**src/rtl/prog_alu_seq.sv**
```systemverilog
// Program-driven chained ALU sequencer: fetches words from a combinational ROM and
// evaluates ((a op1 d) op2 b) op3 c per word, returning results over valid/ready.
module prog_alu_seq #(
  parameter int unsigned DW     = 4,
  parameter int unsigned RW     = 8,
  parameter int unsigned ADDR_W = 4,
  parameter bit          SAT    = 1'b0
) (
  input  logic              clk,
  input  logic              rst,
  input  logic              start,
  input  logic [ADDR_W-1:0] prog_base,
  output logic [ADDR_W-1:0] rom_addr,
  input  logic [4*DW+6:0]   rom_data,
  output logic              busy,
  output logic              res_valid,
  input  logic              res_ready,
  output logic [RW-1:0]     res_data,
  output logic              res_ovf,
  output logic              done
);

  localparam int unsigned PW = 2 * RW;
  localparam logic [ADDR_W-1:0] PC_MAX = '1;

  localparam logic [1:0] OP_ADD = 2'd0;
  localparam logic [1:0] OP_SUB = 2'd1;
  localparam logic [1:0] OP_MUL = 2'd2;

  typedef struct packed {
    logic          last;
    logic [1:0]    op3;
    logic [1:0]    op2;
    logic [1:0]    op1;
    logic [DW-1:0] d;
    logic [DW-1:0] c;
    logic [DW-1:0] b;
    logic [DW-1:0] a;
  } instr_t;

  typedef enum logic [2:0] {
    ST_IDLE,
    ST_FETCH,
    ST_S1,
    ST_S2,
    ST_S3,
    ST_OUT,
    ST_DONE
  } state_t;

  state_t            state;
  instr_t            ins;
  logic [ADDR_W-1:0] pc;
  logic [RW-1:0]     w;

  logic [1:0]        op_sel;
  logic [RW-1:0]     x_sel;
  logic [RW-1:0]     y_sel;
  logic [RW:0]       step_res;

  // One ALU step; result is {flag, value} where flag marks wrap/saturate.
  function automatic logic [RW:0] alu_step(input logic [1:0]    op,
                                           input logic [RW-1:0] x,
                                           input logic [RW-1:0] y);
    logic [PW-1:0] full;
    logic          hi;
    logic          lo;
    full = '0;
    hi   = 1'b0;
    lo   = 1'b0;
    case (op)
      OP_ADD:  full = PW'(x) + PW'(y);
      OP_SUB: begin
        full = PW'(x) - PW'(y);
        lo   = (x < y);
      end
      OP_MUL:  full = PW'(x) * PW'(y);
      default: full = PW'(x);
    endcase
    if (op != OP_SUB) hi = |full[PW-1:RW];
    if (SAT && hi) return {1'b1, {RW{1'b1}}};
    if (SAT && lo) return {1'b1, {RW{1'b0}}};
    return {hi | lo, full[RW-1:0]};
  endfunction

  // Operand routing for the current chain step.
  always_comb begin
    op_sel = ins.op1;
    x_sel  = RW'(ins.a);
    y_sel  = RW'(ins.d);
    case (state)
      ST_S2: begin
        op_sel = ins.op2;
        x_sel  = w;
        y_sel  = RW'(ins.b);
      end
      ST_S3: begin
        op_sel = ins.op3;
        x_sel  = w;
        y_sel  = RW'(ins.c);
      end
      default: ;
    endcase
    step_res = alu_step(op_sel, x_sel, y_sel);
  end

  // Sequencer with registered outputs.
  always_ff @(posedge clk) begin
    if (rst) begin
      state     <= ST_IDLE;
      ins       <= '0;
      pc        <= '0;
      w         <= '0;
      res_ovf   <= 1'b0;
      res_valid <= 1'b0;
      busy      <= 1'b0;
      done      <= 1'b0;
    end else begin
      done <= 1'b0;
      case (state)
        ST_IDLE: begin
          if (start) begin
            pc    <= prog_base;
            busy  <= 1'b1;
            state <= ST_FETCH;
          end
        end
        ST_FETCH: begin
          ins     <= instr_t'(rom_data);
          w       <= '0;
          res_ovf <= 1'b0;
          state   <= ST_S1;
        end
        ST_S1: begin
          w       <= step_res[RW-1:0];
          res_ovf <= res_ovf | step_res[RW];
          state   <= ST_S2;
        end
        ST_S2: begin
          w       <= step_res[RW-1:0];
          res_ovf <= res_ovf | step_res[RW];
          state   <= ST_S3;
        end
        ST_S3: begin
          w         <= step_res[RW-1:0];
          res_ovf   <= res_ovf | step_res[RW];
          res_valid <= 1'b1;
          state     <= ST_OUT;
        end
        ST_OUT: begin
          if (res_ready) begin
            res_valid <= 1'b0;
            // The top address ends the program; pc never wraps.
            if (ins.last || (pc == PC_MAX)) begin
              busy  <= 1'b0;
              done  <= 1'b1;
              state <= ST_DONE;
            end else begin
              pc    <= pc + ADDR_W'(1);
              state <= ST_FETCH;
            end
          end
        end
        ST_DONE: state <= ST_IDLE;
        default: state <= ST_IDLE;
      endcase
    end
  end

  assign rom_addr = pc;
  assign res_data = w;

endmodule

```
**config.mk**
```make
export PLATFORM = sky130hd
export DESIGN_NAME = prog_alu_seq
export DESIGN_NICKNAME = d
export VERILOG_FILES = /design/src/rtl/prog_alu_seq.sv
export SDC_FILE = /design/constraint.sdc
export NUM_CORES = 1
export LEC_CHECK = 0
export BUFFER_PORTS_ARGS = -buffer_cell sky130_fd_sc_hd__buf_2
export CORE_MARGIN = 1.5
export CORE_UTILIZATION = 30
export CTS_BUF_LIST = sky130_fd_sc_hd__clkbuf_8
export DETAILED_ROUTE_END_ITERATION = 7
export REMOVE_ABC_BUFFERS = 1
export SKIP_LAST_GASP = 1
export SLEW_MARGIN = 20
export SYNTH_ARGS = -nofsm -noshare
export SYNTH_HDL_FRONTEND = slang
export SYNTH_SLANG_ARGS = --single-unit
```
**constraint.sdc**
```tcl
create_clock -name clk -period 5.12 [get_ports clk]
set_clock_uncertainty 0.2 [all_clocks]
set_input_delay 0.512 -clock clk [delete_from_list [all_inputs] [get_ports clk]]
set_output_delay 0.512 -clock clk [all_outputs]
set_load 0.005 [all_outputs]
```
Yosys cells after proc, flatten, opt, wreduce, memory -nomap -nowiden
Cells that the tools add are included.
{"block": "totals", "register_bits": 42, "word_cells": 74}
{"block": "op_classes", "addsub": 3, "mul": 1, "n_lt_le_gt_ge": 1, "eq_ne": 13, "mux": 23, "bitwise": 4, "reduce_logical": 14}
{"op": "16-bit case mux with 3 select lines", "n": 1}
{"op": "3-bit case mux with 6 select lines", "n": 1}
{"op": "8-bit by 8-bit multiplier with 16-bit output", "n": 1}
{"op": "4-bit case mux with 2 select lines", "n": 2}
{"op": "8-bit case mux with 2 select lines", "n": 1}
{"op": "4-bit two-way mux", "n": 3}
{"op": "8-bit by 8-bit adder with 9-bit output", "n": 1}
{"op": "3-bit two-way mux", "n": 3}
{"op": "8-bit by 8-bit subtractor with 9-bit output", "n": 1}
{"op": "8-bit < comparator", "n": 1}
{"op": "8-bit two-way mux", "n": 1}
{"op": "2-bit != test, second input constant", "n": 4}
{"op": "4-bit AND reduction", "n": 2}
{"op": "8-bit OR reduction", "n": 1}
{"op": "1-bit two-way mux", "n": 7}
{"op": "3-bit by 2-bit == test with 1-bit output, second input constant", "n": 2}
{"op": "3-bit == test, second input constant", "n": 2}
{"op": "1-bit case mux with 2 select lines", "n": 3}
{"op": "2-bit nonzero test", "n": 3}
{"op": "3-bit OR reduction", "n": 2}
{"op": "4-bit by 1-bit adder with 4-bit output, second input constant", "n": 1}
{"op": "4-bit == test, second input constant", "n": 1}
{"op": "2-bit case mux with 2 select lines", "n": 1}
{"op": "2-bit AND reduction", "n": 2}
{"op": "other kinds (10)", "n": 12}

Logic depth before layout (Yosys ltp)
{"block": "logic_depth", "word_depth": 10, "mapped_depth": 19}

Worst setup path after synthesis
Ideal clock, no wire load.
{"block": "synth_timing", "kind": "register to register", "from": "reg state[1]", "to": "reg res_ovf", "arrival_time_ps": 4895, "setup_slack_ps": -106, "path_stages_with_launch": 20, "n_path_buf": 2, "period_less_slack_ps": 5226, "path_cell_list": "dfxtp_1 buf_4 nor3b_4 nand2b_1 buf_2 mux2i_1 inv_1 ha_1 inv_1 fa_1 fa_1 inv_1 ha_1 a21o_1 a31o_1 a41oi_1 mux2_1 or4_1 a211oi_1 o31ai_1"}
{"block": "synth_between", "elab_chain_len": 10}
{"item": "start, declared", "line_no": "51", "source": "state_t state;"}
{"item": "start signal, assigned", "line_no": "110", "source": "state <= ST_IDLE;"}
{"item": "start signal, assigned", "line_no": "125", "source": "state <= ST_FETCH;"}
{"item": "start signal, assigned", "line_no": "132", "source": "state <= ST_S1;"}
{"item": "3-bit == test or 3-bit by 2-bit == test with 1-bit output (tied branches)", "line_no": "91, 120"}
{"item": "2-bit OR reduction (no line)"}
{"item": "8-bit two-way mux", "line_no": "91", "source": "case (state)"}
{"item": "8-bit by 8-bit multiplier with 16-bit output, or another cell as far along", "line_no": "77", "source": "OP_MUL: full = PW'(x) * PW'(y);"}
{"item": "16-bit case mux with 3 select lines", "line_no": "71", "source": "case (op)"}
{"item": "8-bit OR reduction", "line_no": "80", "source": "if (op != OP_SUB) hi = |full[PW-1:RW];"}
{"item": "1-bit two-way mux", "line_no": "80"}
{"item": "1-bit OR", "line_no": "83", "source": "return {hi | lo, full[RW-1:0]};"}
{"item": "1-bit OR", "line_no": "136, 141, 146"}
{"item": "1-bit case mux with 2 select lines", "line_no": "120", "source": "case (state)"}
{"item": "end signal, assigned", "line_no": "136", "source": "res_ovf <= res_ovf | step_res[RW];"}
{"item": "end signal, assigned", "line_no": "141", "source": "res_ovf <= res_ovf | step_res[RW];"}
{"item": "end signal, assigned", "line_no": "146", "source": "res_ovf <= res_ovf | step_res[RW];"}
{"item": "end, declared", "line_no": "19", "source": "output logic res_ovf,"}
Parallel ways exist; a longest one is shown, timed or not.
A chain may end at the register's enable or synchronous reset.

Worst setup path in the final report
Ends and elaborated chain as after synthesis.

==> summary.txt <==
Status
  – Run status: finished clean

Cells and area
  – Fraction of final layout cells with drive strength greater than 1: 0.209
  – Area Overhead vs Synth: 16.8%
  – Non-Filler Cell Area, Final: slightly above 4000 um2
  – Final net count: between 500 and 600
  – Number of antenna repair diodes: 0
  – Number of cells in the finished layout apart from fillers: 650
  – Filler Cells Inserted: approximately 1200
  – Post-Route Utilization: 0.360

Die
  – Die height: between 100 and 150 um
  – Starting Density: 0.309
  – Die X: between 100 and 150 um
  – Placement Rows: 39
  – CORE AREA: 11400 um2
  – Number of top-level pins: 47
  – Area enclosed by the die boundary: about 12000 um2

Synth
  – Largest area contributor in the synthesized netlist: sky130_fd_sc_hd__dfxtp_1
  – Netlist Area Pre-Place: around 3500 um2
  – EDFF count, synth: 0
  – Library cells used by synthesis: 62
  – Mapped Cells: between 400 and 500
  – Top flip-flop cell by instance count after synthesis: sky130_fd_sc_hd__dfxtp_1
  – Count of yosys warnings during synthesis: 0
  – Area share of the leading cell type in the synthesized netlist: 0.239
  – Cell with the most instances after synthesis: sky130_fd_sc_hd__nand2_1
  – Asr flop ratio synth: 0
  – Top cells by area in the synthesized netlist: sky130_fd_sc_hd__dfxtp_1, sky130_fd_sc_hd__nand2_1, sky130_fd_sc_hd__ha_1
  – Commonest cells post-synth: sky130_fd_sc_hd__nand2_1, sky130_fd_sc_hd__a21oi_1, sky130_fd_sc_hd__dfxtp_1
  – Seq/Total Area, Yosys: 0.239
  – Avg Inst Size Synth: slightly below 8 um2
  – Number of synthesized register bits: 42

Critical path
  – Data arrival time at the worst-slack endpoint: approximately 5 ns
  – Type of the worst setup path: reg2reg
  – Critical path fanouts, max: 7
  – Nature of the critical path endpoint: flip-flop
  – Worst endpoint required time: approximately 5.1 ns
  – Worst Setup Start Kind: flip-flop

Clocking
  – Clock latency reported for the late side of the worst-skew pair: roughly 0.30 ns
  – Clock transition at the registers of the reported paths: approximately 0.09 ns
  – Clock Root Buffer: sky130_fd_sc_hd__clkbuf_8
  – Clk sinks: 42
  – Max Root-Sink Buffers: 2
  – Max H-tree Level: 2
  – Clock tree from TritonCTS: yes
  – Number of buffers created by CTS: 5

Detailed routing
  – Post-detailed-route count of antenna-violating nets: 0
  – Total number of vias: between 3000 and 4000
  – Average wire per cell in the routed design: ~14 um
  – DRT Wirelength: 9250 um
  – Detailed-route DRC error count: 0
  – Starting DRT DRC Count: between 150 and 200
  – Post-DR vias/cell: ~5.1
  – Count of TritonRoute iterations in the first routing pass: 4

Timing
  – Number of pins with negative max-slew slack in the final report: 0
  – Max_slew headroom: 0.387
  – Final Worst Setup Slack: 0.134 ns
  – Final critical path time including I/O delays and setup: ~5 ns
  – Maximum operating frequency: approximately 0.2 GHz
  – Slew of the pin with the lowest slew margin: between 0.9 and 1 ns
  – Endpoints failing hold: 0
  – Period utilisation layout: 0.974
  – Total setup violations reported at the end of the flow: 0

Power and ir drop
  – Static Leak: 1.90 nW
  – Net switching component of the power: roughly 350 uW
  – Overall power after layout: 941 uW
  – Highest ir drop seen on vdd: around 0.2 mV
  – Cell area power density: 229 nW/um2
  – Net switching fraction of the power: 0.377
  – Part of the total power dissipated in the clock network: 0.226
  – Total internal power: about 600 uW
  – Relative contribution of combinational cells to total power: 0.366
  – Register share of total power: 0.409

Global routing
  – First-pass GRT wire length: between 15000 and 20000 um
  – Aggregate global-route resource usage: 0.150
  – Overflow after GRT: 0
  – Global routing's busiest layer: met2
  – Met3 Resource Use GR: 0.0234
  – Vias in the first global route: between 3000 and 4000
  – Met1 Usage GRT: 0.201
  – Antenna violations before repair: 0
  – Grt met2 use: 0.245
  – Pin count of the biggest net entering global routing: 45

Placed design
  – Port Buf Inserts: 46
  – Final Wtd Congestion: between 0.9 and 1
  – Instance area at placement: 3970 um2
  – Placed cells: roughly 640
  – Worst setup slack after placement: -0.0305 ns
  – DP Wirelength: 7250 um

Hold path
  – Type of the tightest min-delay check: in2reg

Job
  – Number of violations of the max-capacitance limit: 0
what timing repair did:
item / CTS / global route
pin swaps: 0 / 4
gates resized for setup: 4 / 8
endpoints found under the setup margin: 1 / 1
buffers inserted: 0 / 1
hold buffers: 0 / 0
worst max-delay path: stages (launching register included):
cell and delay [ns]:
sky130_fd_sc_hd__dfxtp_2 0.36, sky130_fd_sc_hd__nor3b_4 0.35, sky130_fd_sc_hd__nor2_4 0.12, sky130_fd_sc_hd__buf_4 0.16, sky130_fd_sc_hd__a21o_1 0.21, sky130_fd_sc_hd__inv_1 0.11
sky130_fd_sc_hd__nor2_1 0.07, sky130_fd_sc_hd__fa_1 0.54, sky130_fd_sc_hd__inv_1 0.05, sky130_fd_sc_hd__fa_1 0.53, sky130_fd_sc_hd__inv_1 0.05, sky130_fd_sc_hd__ha_1 0.31
sky130_fd_sc_hd__a21o_1 0.18, sky130_fd_sc_hd__a31o_1 0.25, sky130_fd_sc_hd__a41oi_2 0.21, sky130_fd_sc_hd__mux2_1 0.33, sky130_fd_sc_hd__or4_4 0.54, sky130_fd_sc_hd__a211oi_2 0.19
sky130_fd_sc_hd__o31ai_1 0.08
sequential cells by signal, indices dropped and copies added (netlist names):
name / cells
res_valid: 1
res_ovf: 1
rom_addr: 4
done: 1
res_data: 8
ins: 23
state: 3
busy: 1
routing by layer:
layer,share of wire,wire length (um),up-vias
li1,-,-,1678
met1,0.47,4390,1534
met2,0.48,4420,74
met3,0.031,284,10
met4,0.017,161,0
met5,0,0,-
through the flow:
stage | TNS, ns | hold slack, ns
after global placement | 0 | 0.252
after detailed placement | -0.0305 | 0.249
after global routing | -0.0328 | 0.234
final | 0 | 0.243
after floorplan | -0.199 | 0.227
after CTS | 0 | 0.228
layout by cell type (no fill, tap or decap), types with 3 or more instances in the layout:
cell type,n
sky130_fd_sc_hd__a21o_1,13
sky130_fd_sc_hd__a21oi_1,46
sky130_fd_sc_hd__a221oi_1,4
sky130_fd_sc_hd__a22o_1,4
sky130_fd_sc_hd__a22oi_1,3
sky130_fd_sc_hd__a31oi_1,4
sky130_fd_sc_hd__and2_1,6
sky130_fd_sc_hd__buf_2,46
sky130_fd_sc_hd__buf_4,24
sky130_fd_sc_hd__clkbuf_8,5
sky130_fd_sc_hd__dfxtp_1,40
sky130_fd_sc_hd__fa_1,13
sky130_fd_sc_hd__ha_1,24
sky130_fd_sc_hd__inv_1,29
sky130_fd_sc_hd__inv_2,4
sky130_fd_sc_hd__mux2i_1,10
sky130_fd_sc_hd__nand2_1,86
sky130_fd_sc_hd__nand2b_1,4
sky130_fd_sc_hd__nand3_1,9
sky130_fd_sc_hd__nand3b_1,4
sky130_fd_sc_hd__nand4_1,3
sky130_fd_sc_hd__nor2_1,35
sky130_fd_sc_hd__nor3_1,5
sky130_fd_sc_hd__o2111ai_1,3
sky130_fd_sc_hd__o21ai_1,9
sky130_fd_sc_hd__o21bai_1,3
sky130_fd_sc_hd__or3_1,4
sky130_fd_sc_hd__xnor2_1,8
sky130_fd_sc_hd__xor2_1,4
worst paths after layout:
check | startpoint | end | slack [ns] | depth (start not counted)
max | state[1]$_SDFFE_PP0P_ | res_ovf$_SDFFE_PP0P_ | 0.13 | 18
min | rom_data[19] | ins[19]$_SDFFE_PP0P_ | 0.24 | 3
max reg2reg | state[1]$_SDFFE_PP0P_ | res_ovf$_SDFFE_PP0P_ | 0.13 | 18
min reg2reg | ins[6]$_SDFFE_PP0P_ | ins[6]$_SDFFE_PP0P_ | 0.26 | 2
cell families after synthesis:
kind of cell	count (synthesis)	share of synthesized area
AND/OR/NAND/NOR	171	0.221
multiplexers	15	0.0437
AO/OA/AOI/OAI	117	0.224
flip-flops	42	0.239
XOR/XNOR	12	0.0298
buffers and inverters	60	0.0742
adder cells (fa/ha/maj)	39	0.168
power by group through the flow:
stage	sequential, mW	combinational (mW)	clock, mW
2_1_floorplan	0.392	0.218	0
3_3_place_gp	0.391	0.334	0
3_5_place_dp	0.391	0.339	0
4_1_cts	0.384	0.342	0.222
5_1_grt	0.389	0.383	0.235
6_report	0.385	0.344	0.212
area by class of cell:
cell class	count	area (um2)	share of cell area
Multi-Input combinational cell	354	2470	0.600
Tap cell	143	179	0.0435
Clock buffer	5	68.8	0.0167
Timing Repair Buffer	70	410	0.0997
Sequential cell	42	843	0.205
Clock inverter	3	21.3	0.00517
Inverter	33	124	0.0301
(Power assumes the default switching activity.)
